`config.mk`:
```
export PLATFORM = sky130hd
export DESIGN_NAME = ctrl_fsm_mc_flat
export DESIGN_NICKNAME = d
export VERILOG_FILES = /design/src/rtl/ctrl_pkg.sv /design/src/rtl/ctrl_fsm_mc_if.sv /design/src/rtl/ctrl_watchdog.sv /design/src/rtl/ctrl_fsm_mc.sv /design/src/flat_wrapper.sv
export SDC_FILE = /design/constraint.sdc
export NUM_CORES = 1
export LEC_CHECK = 0
export CORE_ASPECT_RATIO = 1.4
export CORE_MARGIN = 5
export CORE_UTILIZATION = 45
export CTS_CLUSTER_DIAMETER = 200
export CTS_CLUSTER_SIZE = 16
export DETAILED_ROUTE_END_ITERATION = 10
export PLACE_DENSITY = 0.8
export RECOVER_POWER = 50
export SLEW_MARGIN = 20
export SYNTH_ARGS = -nofsm -noshare
export SYNTH_HDL_FRONTEND = slang
export SYNTH_SLANG_ARGS = --single-unit
```
`constraint.sdc`:
```
create_clock -name clk -period 2.7 [get_ports clk]
set_input_delay 0.27 -clock clk [delete_from_list [all_inputs] [get_ports clk]]
set_output_delay 0.27 -clock clk [all_outputs]
set_load 0.005 [all_outputs]
```
`src/rtl/ctrl_pkg.sv`:
```
// ctrl_pkg: opcodes, ALU codes, FSM states, PC controls and trap causes for ctrl_fsm_mc
package ctrl_pkg;
   localparam logic [3:0] OP_LDRI = 4'hA, OP_STR = 4'hB, OP_JMP = 4'hC, OP_JZ = 4'hD,
                          OP_HALT = 4'hE, OP_ILLEGAL = 4'hF;
   localparam logic [2:0] ALU_MOV = 3'd0, ALU_ADD = 3'd1, ALU_SUB = 3'd2, ALU_AND = 3'd3, ALU_OR = 3'd4;
   localparam logic [1:0] PC_HOLD = 2'b00, PC_INC = 2'b01, PC_LOAD = 2'b10;
   localparam logic [1:0] TC_NONE = 2'b00, TC_IF = 2'b01, TC_EX = 2'b10, TC_MEM = 2'b11;
   typedef enum logic [2:0] {S_INIT, S_IF, S_ID, S_EX, S_MEM, S_WB, S_HALT, S_TRAP} state_t;
   function automatic logic is_alu(input logic [3:0] op);
      return op <= 4'd9;
   endfunction
endpackage

```
`src/rtl/ctrl_fsm_mc_if.sv`:
```
// ctrl_fsm_mc_if: handshake inputs and datapath controls between the controller (master) and datapath (slave)
interface ctrl_fsm_mc_if #(parameter int REG_ADDR_W = 2);
   localparam int NUM_REGS = 2 ** REG_ADDR_W;
   logic                  en_in, fetch_done, alu_done, mem_done, zero_flag, clr_trap;
   logic [3:0]            opcode;
   logic [REG_ADDR_W-1:0] rd;
   logic                  en_fetch_pulse, en_pc_pulse, en_group_pulse;
   logic [1:0]            pc_ctrl;
   logic [NUM_REGS-1:0]   reg_en;
   logic                  ldr_sel, alu_in_sel, en_str, en_ldr;
   logic [2:0]            alu_func;
   logic                  halted, trap;
   logic [1:0]            trap_cause;
   modport master (
      input  en_in, fetch_done, alu_done, mem_done, zero_flag, clr_trap, opcode, rd,
      output en_fetch_pulse, en_pc_pulse, en_group_pulse, pc_ctrl, reg_en, ldr_sel, alu_in_sel,
             en_str, en_ldr, alu_func, halted, trap, trap_cause
   );
   modport slave (
      output en_in, fetch_done, alu_done, mem_done, zero_flag, clr_trap, opcode, rd,
      input  en_fetch_pulse, en_pc_pulse, en_group_pulse, pc_ctrl, reg_en, ldr_sel, alu_in_sel,
             en_str, en_ldr, alu_func, halted, trap, trap_cause
   );
endinterface

```
`src/rtl/ctrl_watchdog.sv`:
```
// ctrl_watchdog: counts cycles waited for a done; flags timeout once WAIT_MAX cycles have passed
module ctrl_watchdog #(parameter int WAIT_MAX = 15) (
   input  logic clk,
   input  logic rst_n,
   input  logic clear,
   input  logic count_en,
   input  logic done,
   output logic timeout
);
   localparam int W = WAIT_MAX > 0 ? $clog2(WAIT_MAX + 1) : 1;
   logic [W-1:0] cnt;
   always_ff @(posedge clk or negedge rst_n)
      if (!rst_n) cnt <= '0;
      else if (clear) cnt <= '0;
      else if (count_en && !done) cnt <= cnt + W'(1);
   // a done arriving in the same cycle suppresses the timeout
   assign timeout = WAIT_MAX != 0 && count_en && !done && int'(cnt) == WAIT_MAX;
endmodule

```
`src/rtl/ctrl_fsm_mc.sv`:
```
// ctrl_fsm_mc: multicycle controller sequencing IF/ID/EX/MEM/WB with HALT, JZ and a watchdog trap
module ctrl_fsm_mc import ctrl_pkg::*; #(
   parameter int REG_ADDR_W = 2,
   parameter int WAIT_MAX   = 15
) (
   input logic          clk,
   input logic          rst_n,
   ctrl_fsm_mc_if.master bus
);
   localparam int NUM_REGS = 2 ** REG_ADDR_W;
   state_t     state, state_nxt;
   logic       entry, timeout, count_en, done, alu, ex, jmp_go;
   logic [1:0] cause, cause_nxt;
   logic [3:0] op;
   assign op = bus.opcode;
   assign alu = is_alu(op);
   assign ex = state == S_EX;
   assign jmp_go = op == OP_JMP || (op == OP_JZ && bus.zero_flag);
   always_comb begin
      count_en = state == S_IF || (ex && alu) || state == S_MEM;
      done = state == S_IF ? bus.fetch_done : ex ? bus.alu_done : bus.mem_done;
   end
   always_comb begin
      state_nxt = state;
      case (state)
         S_INIT:  state_nxt = bus.en_in ? S_IF : S_INIT;
         S_IF:    state_nxt = bus.fetch_done ? S_ID : timeout ? S_TRAP : S_IF;
         S_ID:    state_nxt = alu || op == OP_STR || op == OP_JMP || op == OP_JZ ? S_EX :
                              op == OP_LDRI ? S_MEM : op == OP_ILLEGAL ? S_TRAP : S_HALT;
         S_EX:    state_nxt = !alu ? (op == OP_STR ? S_MEM : S_IF) :
                              bus.alu_done ? S_WB : timeout ? S_TRAP : S_EX;
         S_MEM:   state_nxt = bus.mem_done ? (op == OP_LDRI ? S_WB : S_IF) : timeout ? S_TRAP : S_MEM;
         S_WB:    state_nxt = S_IF;
         S_HALT:  state_nxt = bus.en_in ? S_IF : S_HALT;
         S_TRAP:  state_nxt = bus.clr_trap ? S_INIT : S_TRAP;
         default: state_nxt = S_INIT;
      endcase
   end
   // the only way into TRAP from MEM or ID shares cause 11
   assign cause_nxt = state == S_TRAP ? (state_nxt == S_TRAP ? cause : TC_NONE) :
                      state_nxt == S_TRAP ? (state == S_IF ? TC_IF : ex ? TC_EX : TC_MEM) : cause;
   always_ff @(posedge clk or negedge rst_n)
      if (!rst_n) begin
         state <= S_INIT;
         entry <= 1'b0;
         cause <= TC_NONE;
      end else begin
         state <= state_nxt;
         entry <= state_nxt != state;
         cause <= cause_nxt;
      end
   ctrl_watchdog #(.WAIT_MAX(WAIT_MAX)) u_wd (
      .clk(clk), .rst_n(rst_n), .clear(state_nxt != state),
      .count_en(count_en), .done(done), .timeout(timeout)
   );
   always_comb begin
      bus.pc_ctrl = state == S_IF ? PC_INC : ex && jmp_go ? PC_LOAD : PC_HOLD;
      bus.alu_func = ex && alu ? op[3:1] : 3'b000;
      bus.alu_in_sel = ex && alu && op[0];
      bus.en_ldr = state == S_MEM && op == OP_LDRI;
      bus.ldr_sel = (state == S_MEM || state == S_WB) && op == OP_LDRI;
      bus.en_str = state == S_MEM && op == OP_STR;
      bus.reg_en = state == S_WB ? NUM_REGS'(1) << bus.rd : '0;
      bus.halted = state == S_HALT;
      bus.trap = state == S_TRAP;
      bus.trap_cause = cause;
      bus.en_fetch_pulse = entry && state == S_IF;
      bus.en_pc_pulse = entry && (state == S_IF || (ex && jmp_go));
      bus.en_group_pulse = entry && ex;
   end
endmodule

```
`src/flat_wrapper.sv`:
```
// flat-port wrapper written by rule: the top's interface ports become plain ports
module ctrl_fsm_mc_flat import ctrl_pkg::*;
#(
   parameter int REG_ADDR_W = 2,
   parameter int WAIT_MAX   = 15
)
  (clk, rst_n, bus_en_in, bus_fetch_done, bus_alu_done, bus_mem_done, bus_zero_flag, bus_clr_trap, bus_opcode, bus_rd, bus_en_fetch_pulse, bus_en_pc_pulse, bus_en_group_pulse, bus_pc_ctrl, bus_reg_en, bus_ldr_sel, bus_alu_in_sel, bus_en_str, bus_en_ldr, bus_alu_func, bus_halted, bus_trap, bus_trap_cause);
  ctrl_fsm_mc_if #(.REG_ADDR_W(REG_ADDR_W)) bus_i ();
  input logic clk;
  input logic rst_n;
  input wire logic [$bits(bus_i.en_in)-1:0] bus_en_in;
  input wire logic [$bits(bus_i.fetch_done)-1:0] bus_fetch_done;
  input wire logic [$bits(bus_i.alu_done)-1:0] bus_alu_done;
  input wire logic [$bits(bus_i.mem_done)-1:0] bus_mem_done;
  input wire logic [$bits(bus_i.zero_flag)-1:0] bus_zero_flag;
  input wire logic [$bits(bus_i.clr_trap)-1:0] bus_clr_trap;
  input wire logic [$bits(bus_i.opcode)-1:0] bus_opcode;
  input wire logic [$bits(bus_i.rd)-1:0] bus_rd;
  output wire logic [$bits(bus_i.en_fetch_pulse)-1:0] bus_en_fetch_pulse;
  output wire logic [$bits(bus_i.en_pc_pulse)-1:0] bus_en_pc_pulse;
  output wire logic [$bits(bus_i.en_group_pulse)-1:0] bus_en_group_pulse;
  output wire logic [$bits(bus_i.pc_ctrl)-1:0] bus_pc_ctrl;
  output wire logic [$bits(bus_i.reg_en)-1:0] bus_reg_en;
  output wire logic [$bits(bus_i.ldr_sel)-1:0] bus_ldr_sel;
  output wire logic [$bits(bus_i.alu_in_sel)-1:0] bus_alu_in_sel;
  output wire logic [$bits(bus_i.en_str)-1:0] bus_en_str;
  output wire logic [$bits(bus_i.en_ldr)-1:0] bus_en_ldr;
  output wire logic [$bits(bus_i.alu_func)-1:0] bus_alu_func;
  output wire logic [$bits(bus_i.halted)-1:0] bus_halted;
  output wire logic [$bits(bus_i.trap)-1:0] bus_trap;
  output wire logic [$bits(bus_i.trap_cause)-1:0] bus_trap_cause;
  assign bus_i.en_in = bus_en_in;
  assign bus_i.fetch_done = bus_fetch_done;
  assign bus_i.alu_done = bus_alu_done;
  assign bus_i.mem_done = bus_mem_done;
  assign bus_i.zero_flag = bus_zero_flag;
  assign bus_i.clr_trap = bus_clr_trap;
  assign bus_i.opcode = bus_opcode;
  assign bus_i.rd = bus_rd;
  assign bus_en_fetch_pulse = bus_i.en_fetch_pulse;
  assign bus_en_pc_pulse = bus_i.en_pc_pulse;
  assign bus_en_group_pulse = bus_i.en_group_pulse;
  assign bus_pc_ctrl = bus_i.pc_ctrl;
  assign bus_reg_en = bus_i.reg_en;
  assign bus_ldr_sel = bus_i.ldr_sel;
  assign bus_alu_in_sel = bus_i.alu_in_sel;
  assign bus_en_str = bus_i.en_str;
  assign bus_en_ldr = bus_i.en_ldr;
  assign bus_alu_func = bus_i.alu_func;
  assign bus_halted = bus_i.halted;
  assign bus_trap = bus_i.trap;
  assign bus_trap_cause = bus_i.trap_cause;
  ctrl_fsm_mc #(.REG_ADDR_W(REG_ADDR_W), .WAIT_MAX(WAIT_MAX)) u_core (.clk(clk), .rst_n(rst_n), .bus(bus_i));
endmodule
```
## Word-level counts from Yosys, hierarchy flattened

Index checks and enable logic that the tools add are counted.

- Add/subtract/negate cells: 1
- Equal/unequal tests: 16
- Order comparisons: 1
- Bitwise logic cells: 0
- $mul: 0
- Shift operators: 1
- Reductions and logical operators: 25
- Multiplexer cells: 29
- Divide/modulo/power cells: 0

Operators with widths:

| cell | count |
|---|---|
| two-way mux 3 bit | 13 |
| one-hot mux 3 bit (8 select lines) | 1 |
| equality test 4 bit, second input constant | 5 |
| equality test 3 bit, second input constant | 5 |
| two-way mux 2 bit | 7 |
| logical AND 1 bit | 12 |
| two-way mux 4 bit | 3 |
| logical OR 1 bit | 8 |
| equality test 3 x 2 -> 1 bit, second input constant | 2 |
| two-way mux 1 bit | 5 |
| adder 4 x 1 -> 4 bit, second input constant | 1 |
| equality test 4 x 1 -> 1 bit, second input constant | 1 |
| less-or-equal comparator 4 bit, second input constant | 1 |
| nonzero test 2 bit | 2 |
| left shift 1 x 2 -> 4 bit, first input constant | 1 |
| equality test 3 x 1 -> 1 bit, second input constant | 1 |
| logical NOT 3 bit | 1 |
| != test 3 bit | 1 |
| != test 2 bit, second input constant | 1 |
| AND reduction 2 bit | 1 |
| logical NOT 1 bit | 1 |

- Output and inout bits: 20
- Word-level logic and storage cells: 77
- Latch bits: 0
- Input port bits: 14
- Bits in registers: 10
- Memory bits (writable): 0
- Bits in read-only memories: 0
- Memories kept: 0

## Depth between registers and ports, before layout

- Depth in word-level cells: 13
- Gate-level depth with buffers: 7

## Modules after synthesis

From an unflattened synthesis, not the netlist that was laid out.

- Cells, all modules: 114
- Area total of the unflattened synthesis: 977.2 um^2

Modules (own cells, without submodules):

| module | sequential area each (um^2) | instances | cells each | area each (um^2) |
|---|---|---|---|---|
| ctrl_fsm_mc | 150.1 | 1 | 96 | 767.0 |
| ctrl_watchdog | 100.1 | 1 | 18 | 210.2 |

## Least setup slack after synthesis

No wires, ideal clock.

- Path kind: reg2reg
- From: reg u_core.state[1]
- To: reg u_core.cause[1] (netlist: u_core.bus.trap_cause[1])
- Library setup time: 0.087 ns
- Cell stages (with the launch flop): 8
- Arrival: 1.836 ns
- Setup slack: 0.777 ns
- Clock period less this slack: 1.923 ns
- Path buffers: 1
- Cells stage by stage: dfrtp_1 > buf_2 > or3b_4 > o31ai_1 > o221a_2 > a211oi_2 > a2111o_1 > o211ai_1

- Longest elaborated chain between the ends: 13

Ends and longest elaborated chain:

| element | RTL line | RTL |
|---|---|---|
| from (decl) | ctrl_fsm_mc.sv:11 | `state_t state, state_nxt;` |
| from (signal assigned) | ctrl_fsm_mc.sv:48 | `state <= state_nxt;` |
| equality test 3 x 2 -> 1 bit | ctrl_fsm_mc.sv:17, ctrl_fsm_mc.sv:25 |  |
| two-way mux 1 bit / logical AND 1 bit (equally long branches) | ctrl_fsm_mc.sv:21, ctrl_fsm_mc.sv:20 |  |
| two-way mux 1 bit / logical OR 1 bit (equally long branches) | ctrl_fsm_mc.sv:21, ctrl_fsm_mc.sv:20 |  |
| logical NOT 1 bit / logical OR 1 bit (equally long branches) | ctrl_watchdog.sv:17, ctrl_fsm_mc.sv:20 |  |
| logical AND 1 bit (2 in a row) | ctrl_watchdog.sv:17 | `assign timeout = WAIT_MAX != 0 && count_en && !done && int'(cnt) == WAIT_MAX;` |
| two-way mux 3 bit (2 in a row) | ctrl_fsm_mc.sv:31 | `bus.alu_done ? S_WB : timeout ? S_TRAP : S_EX;` |
| two-way mux 3 bit | ctrl_fsm_mc.sv:30 | `S_EX: state_nxt = !alu ? (op == OP_STR ? S_MEM : S_IF) :` |
| one-hot mux 3 bit (8 select lines) | ctrl_fsm_mc.sv:25 | `case (state)` |
| equality test 3 bit | ctrl_fsm_mc.sv:40, ctrl_fsm_mc.sv:41 |  |
| != test 2 bit (no source line) / nonzero test 2 bit (equally long branches) | n/a |  |
| AND reduction 2 bit (no source line) | n/a |  |
| to (signal assigned) | ctrl_fsm_mc.sv:50 | `cause <= cause_nxt;` |
| to (decl) | ctrl_fsm_mc.sv:13 | `logic [1:0] cause, cause_nxt;` |

Parallel ways exist; a longest one is shown, timed or not. The select of a mux whose other input is x is not followed.
A chain may end at the register's enable or synchronous reset.

## Worst setup path in the final report

- From: reg u_core.state[0]
- To: out bus_en_pc_pulse

- Longest elaborated chain between the ends: 4

Ends and longest elaborated chain:

| element | RTL line | RTL |
|---|---|---|
| equality test 3 x 2 -> 1 bit | ctrl_fsm_mc.sv:17 | `assign ex = state == S_EX;` |
| logical AND 1 bit | ctrl_fsm_mc.sv:68 | `bus.en_pc_pulse = entry && (state == S_IF \|\| (ex && jmp_go));` |
| logical OR 1 bit (*) | ctrl_fsm_mc.sv:68 |  |
| logical AND 1 bit (*) | ctrl_fsm_mc.sv:68 |  |
| to (decl) | flat_wrapper.sv:20 | `output wire logic [$bits(bus_i.en_pc_pulse)-1:0] bus_en_pc_pulse;` |

Every way passes the cells marked *; elsewhere a longest branch is shown, timed or not.

==> results.md <==
Status:
- The flow ran to the end, and the final reports show no timing, DRC or antenna violations.

Setup path:
- The arrival time reported for the critical path endpoint is 2.16 ns.
- The kind of capture point of the worst setup path is a primary output.
- The setup slack on the worst flop-to-flop path is 0.44 ns.
- In this run the critical register-to-register path is launched from u_core.state[2]$_DFF_PN0_.
- The number of cells on the worst reg-to-reg path is 7.
- In this run the worst path has a maximum fanout of 8.
- The type of the worst setup path is reg2out.
- The endpoint identified for the worst register-to-register timing path is u_core.bus.trap_cause[0]$_DFFE_PN0P_.
- The launching element type of the critical path is a flip-flop.
- The data required time of the worst path is 2.43 ns.

Detailed routing:
- The detailed-routing iteration count for the pre-antenna-repair pass is 4.
- The DRC violations left is 0.
- The overall via count from detail_route is 1057.
- Once detail routing completed, the nets flagged for antenna violations numbered 0.
- The total wirelength of the detailed-routed design is 2.67 mm.
- For this block, the initial DRC count from the detailed router was 33.
- The detail-routed net length per standard cell is 15.1 um.
- The via-per-instance ratio is 5.97.

Clocking:
- The count of instances resized after the clock tree is built is 0.
- The hold-fix buffer count after cts is 0.
- For this design, the sink count on the clock tree is 10.
- Clock tree synthesis inserted a total of 3 buffers.
- The post-CTS setup repair buffer count is 0.
- The buffer type at the clock tree root is clkbuf_4.
- In this run the number of H-tree levels came out at 1.
- The clock passes through at most 2 buffers.
- TritonCTS built the clock tree.
- The later pin in the worst-skew pair is clocked with a latency of 0.27 ns.
- The clock-pin slew of the registers on the worst-case setup and hold paths is 0.06 ns.

Synthesis:
- Averaged over all synthesized cells, the footprint is 8.29 um2.
- The number of nets handed over by synthesis was 132.
- The number of synthesized flops with an enable pin is 0.
- The share of synthesized flip-flops with an asynchronous set or reset is 1.00.
- The post-synthesis sequential area ratio is 0.258.
- The flip-flop and latch count after synthesis is 10.
- The number of distinct library cell variants in the gate-level netlist after synthesis is 44.
- The most used flip-flop cell after synthesis is dfrtp_1.
- In this run the cell area of the synthesized design comes to 970 um2.
- Yosys printed 0 warnings.
- The cell count after synthesis is 117.

Pwr:
- The highest ir drop seen on vdd is 0.525 mV.
- The share of total power dissipated in combinational logic is 0.653.
- For this design the static power due to leakage is 0.561 nW.
- The net switching power is 0.502 mW.
- For this design the ratio of total power to cell area is 850 nW/um2.
- Of the total power, the share spent switching nets is 0.433.
- Of the total power, registers draw 0.231.
- Of the total power, the clock network draws 0.115.
- Internal power comes to 0.659 mW.

Finish:
- The combined area of the multi-input logic cells is 662 um2.
- The total number of nets in the final design is 171.
- The finished layout holds 177 standard cells, fillers aside.
- Relative to the synthesized area, the layout overhead comes to 40.9%.
- The filler cells instantiated in the layout total 180.
- The number of antenna cells inserted is 0.
- The fraction of layout cells with a size suffix above 1 is 0.103.
- The area of all sequential standard cells is 250 um2.

STA:
- Dividing the final minimum period by the clock period gives 0.900.
- Setup repair after global routing left no endpoint under its margin.
- The count of final setup violators is 0.
- The count of pins over their slew limit came to 0.
- For the pin with the worst max-slew slack, the measured transition is 0.492 ns.
- The worst pin sits at a relative slew slack of 0.671.
- Setup total negative slack on the finished layout was measured at 0 ns.
- The setup skew after layout is 0.00168 ns.
- The final count of hold timing violations was 0.
- For the finished layout, the period the worst path requires is 2.43 ns.
- Timing would allow up to 412 MHz.

Die:
- 34 I/O pins were placed.
- The initial utilization of the core area, before any placement, comes to 0.456.
- The standard-cell row count is 20.
- The floorplan step defined a die boundary enclosing 3200 um2.
- The die width is 49.2 um.
- The area of the core region is 2130 um2.
- The die is 64.9 um tall.

GRT:
- The overall fraction of global-route tracks in use is 0.170.
- The pin count of the biggest net entering global routing is 14.
- The initial antenna violation count came to 0.
- The via count of the first global-routing pass was 1014.
- The total overflow left after global routing is 0.
- The first global-routing pass estimated 4.40 mm of wire.

Placed design:
- Routability-driven placement finished with a final weighted congestion of 0.934.
- The placed wire-length estimate is 2.16 mm.
- The cell count after placement is 173.
- The number of buffer cells added on primary ports is 33.

Min path:
- The path class of the tightest hold or removal check is in2async.

Flow run:
- Max-cap violations in this run came to 0.
-- area by class of cell --
class | count | share of cell area
clock buffer | 4 | 0.0266
multi-input combinational | 97 | 0.484
inverter | 6 | 0.0165
tap | 22 | 0.0201
timing repair buffer | 38 | 0.269
sequential | 10 | 0.183
-- through the flow --
stage / utilization / power [mW] / cell area (um2) / setup slack (ns) / hold WS [ns]
floorplan: - / 0.778 / 970 / 0.777 / -0.0256
global placement: 0.632 / 1.05 / 1350 / 0.341 / 0.553
detailed placement: 0.632 / 1.06 / 1350 / 0.267 / 0.563
CTS: 0.649 / 1.21 / 1380 / 0.243 / 0.302
global route: 0.642 / 1.26 / 1370 / 0.0912 / 0.404
finish: 0.642 / 1.16 / 1370 / 0.271 / 0.384
-- worst max path at each step --
stage	from	end	slack, ns	cells past startpoint
after floorplan	u_core.state[1]$_DFF_PN0_	u_core.bus.trap_cause[1]$_DFFE_PN0P_	0.78	7
after global placement	bus_opcode[1]	u_core.bus.trap_cause[0]$_DFFE_PN0P_	0.34	7
after detailed placement	bus_opcode[3]	u_core.bus.trap_cause[0]$_DFFE_PN0P_	0.27	7
after CTS	u_core.state[0]$_DFF_PN0_	bus_en_pc_pulse	0.24	5
after global routing	u_core.state[0]$_DFF_PN0_	bus_en_pc_pulse	0.09	5
final	u_core.state[0]$_DFF_PN0_	bus_en_pc_pulse	0.27	5
-- synthesized netlist by cell type, drive strengths merged (2+ instances only) --
master	count	area share
nand2	12	0.046
dfrtp	10	0.26
nor2	10	0.039
nor3	7	0.036
inv	6	0.023
o21a	6	0.046
and2	5	0.032
a21oi	4	0.021
buf	4	0.021
and3	3	0.019
nand3	3	0.015
nor2b	3	0.019
nor3b	3	0.023
o31ai	3	0.023
a2111o	2	0.023
a211oi	2	0.026
a31oi	2	0.013
a32o	2	0.021
and3b	2	0.018
mux2i	2	0.021
nand2b	2	0.013
nor4	2	0.028
o2111ai	2	0.025
o221a	2	0.023
or3b	2	0.021
xor2	2	0.018
-- power by group through the flow --
| stage | combinational (mW) | clock [mW] | sequential [mW] |
|---|---|---|---|
| 4_1_cts | 0.799 | 0.141 | 0.266 |
| 3_5_place_dp | 0.796 | 0 | 0.268 |
| 6_report | 0.759 | 0.134 | 0.269 |
| 5_1_grt | 0.831 | 0.146 | 0.278 |
| 3_3_place_gp | 0.786 | 0 | 0.268 |
| 2_1_floorplan | 0.542 | 0 | 0.236 |
-- logic make-up after synthesis --
group / Yosys count / share of synthesized area
buffers and inverters: 10 / 0.0439
multiplexers: 3 / 0.0323
flip-flops: 10 / 0.258
AO/OA/AOI/OAI: 31 / 0.274
XOR/XNOR: 3 / 0.0271
adder cells (fa/ha/maj): 1 / 0.0129
AND/OR/NAND/NOR: 59 / 0.352
-- critical path, stage by stage, from the launching register on --
cell and delay [ns]:
dfrtp_1 0.48, nor2b_1 0.21, nand2_1 0.13, nor4_1 0.42, o21a_1 0.16, clkdlybuf4s50_1 0.49
-- per-layer routing --
layer / vias to the layer above / part of all wire / global-route usage
met5: - / 0 / 0
met4: 0 / 0.024 / 0.0842
met3: 7 / 0.071 / 0.0230
met2: 48 / 0.50 / 0.313
met1: 485 / 0.40 / 0.183
li1: 517 / - / -
-- sequential cells by signal (all words and copies together), names as in the netlist --
register / flops
u_core.bus.trap_cause: 2
u_core.u_wd.cnt: 4
u_core.state: 3
u_core.entry: 1
-- layout by cell type (no fill, tap or decap), types with 3 or more instances in the layout --
| cell | count |
|---|---|
| buf_4 | 5 |
| nor3b_1 | 3 |
| nor2_1 | 10 |
| nor2b_1 | 3 |
| o31ai_1 | 3 |
| inv_1 | 6 |
| dfrtp_1 | 10 |
| nand2_1 | 12 |
| and2_1 | 5 |
| and3_1 | 3 |
| clkbuf_4 | 3 |
| nor3_1 | 7 |
| nand3_1 | 3 |
| a21oi_1 | 4 |
| clkdlybuf4s50_1 | 26 |
| dlygate4sd3_1 | 7 |
| o21a_1 | 6 |
(Power assumes the default switching activity.)
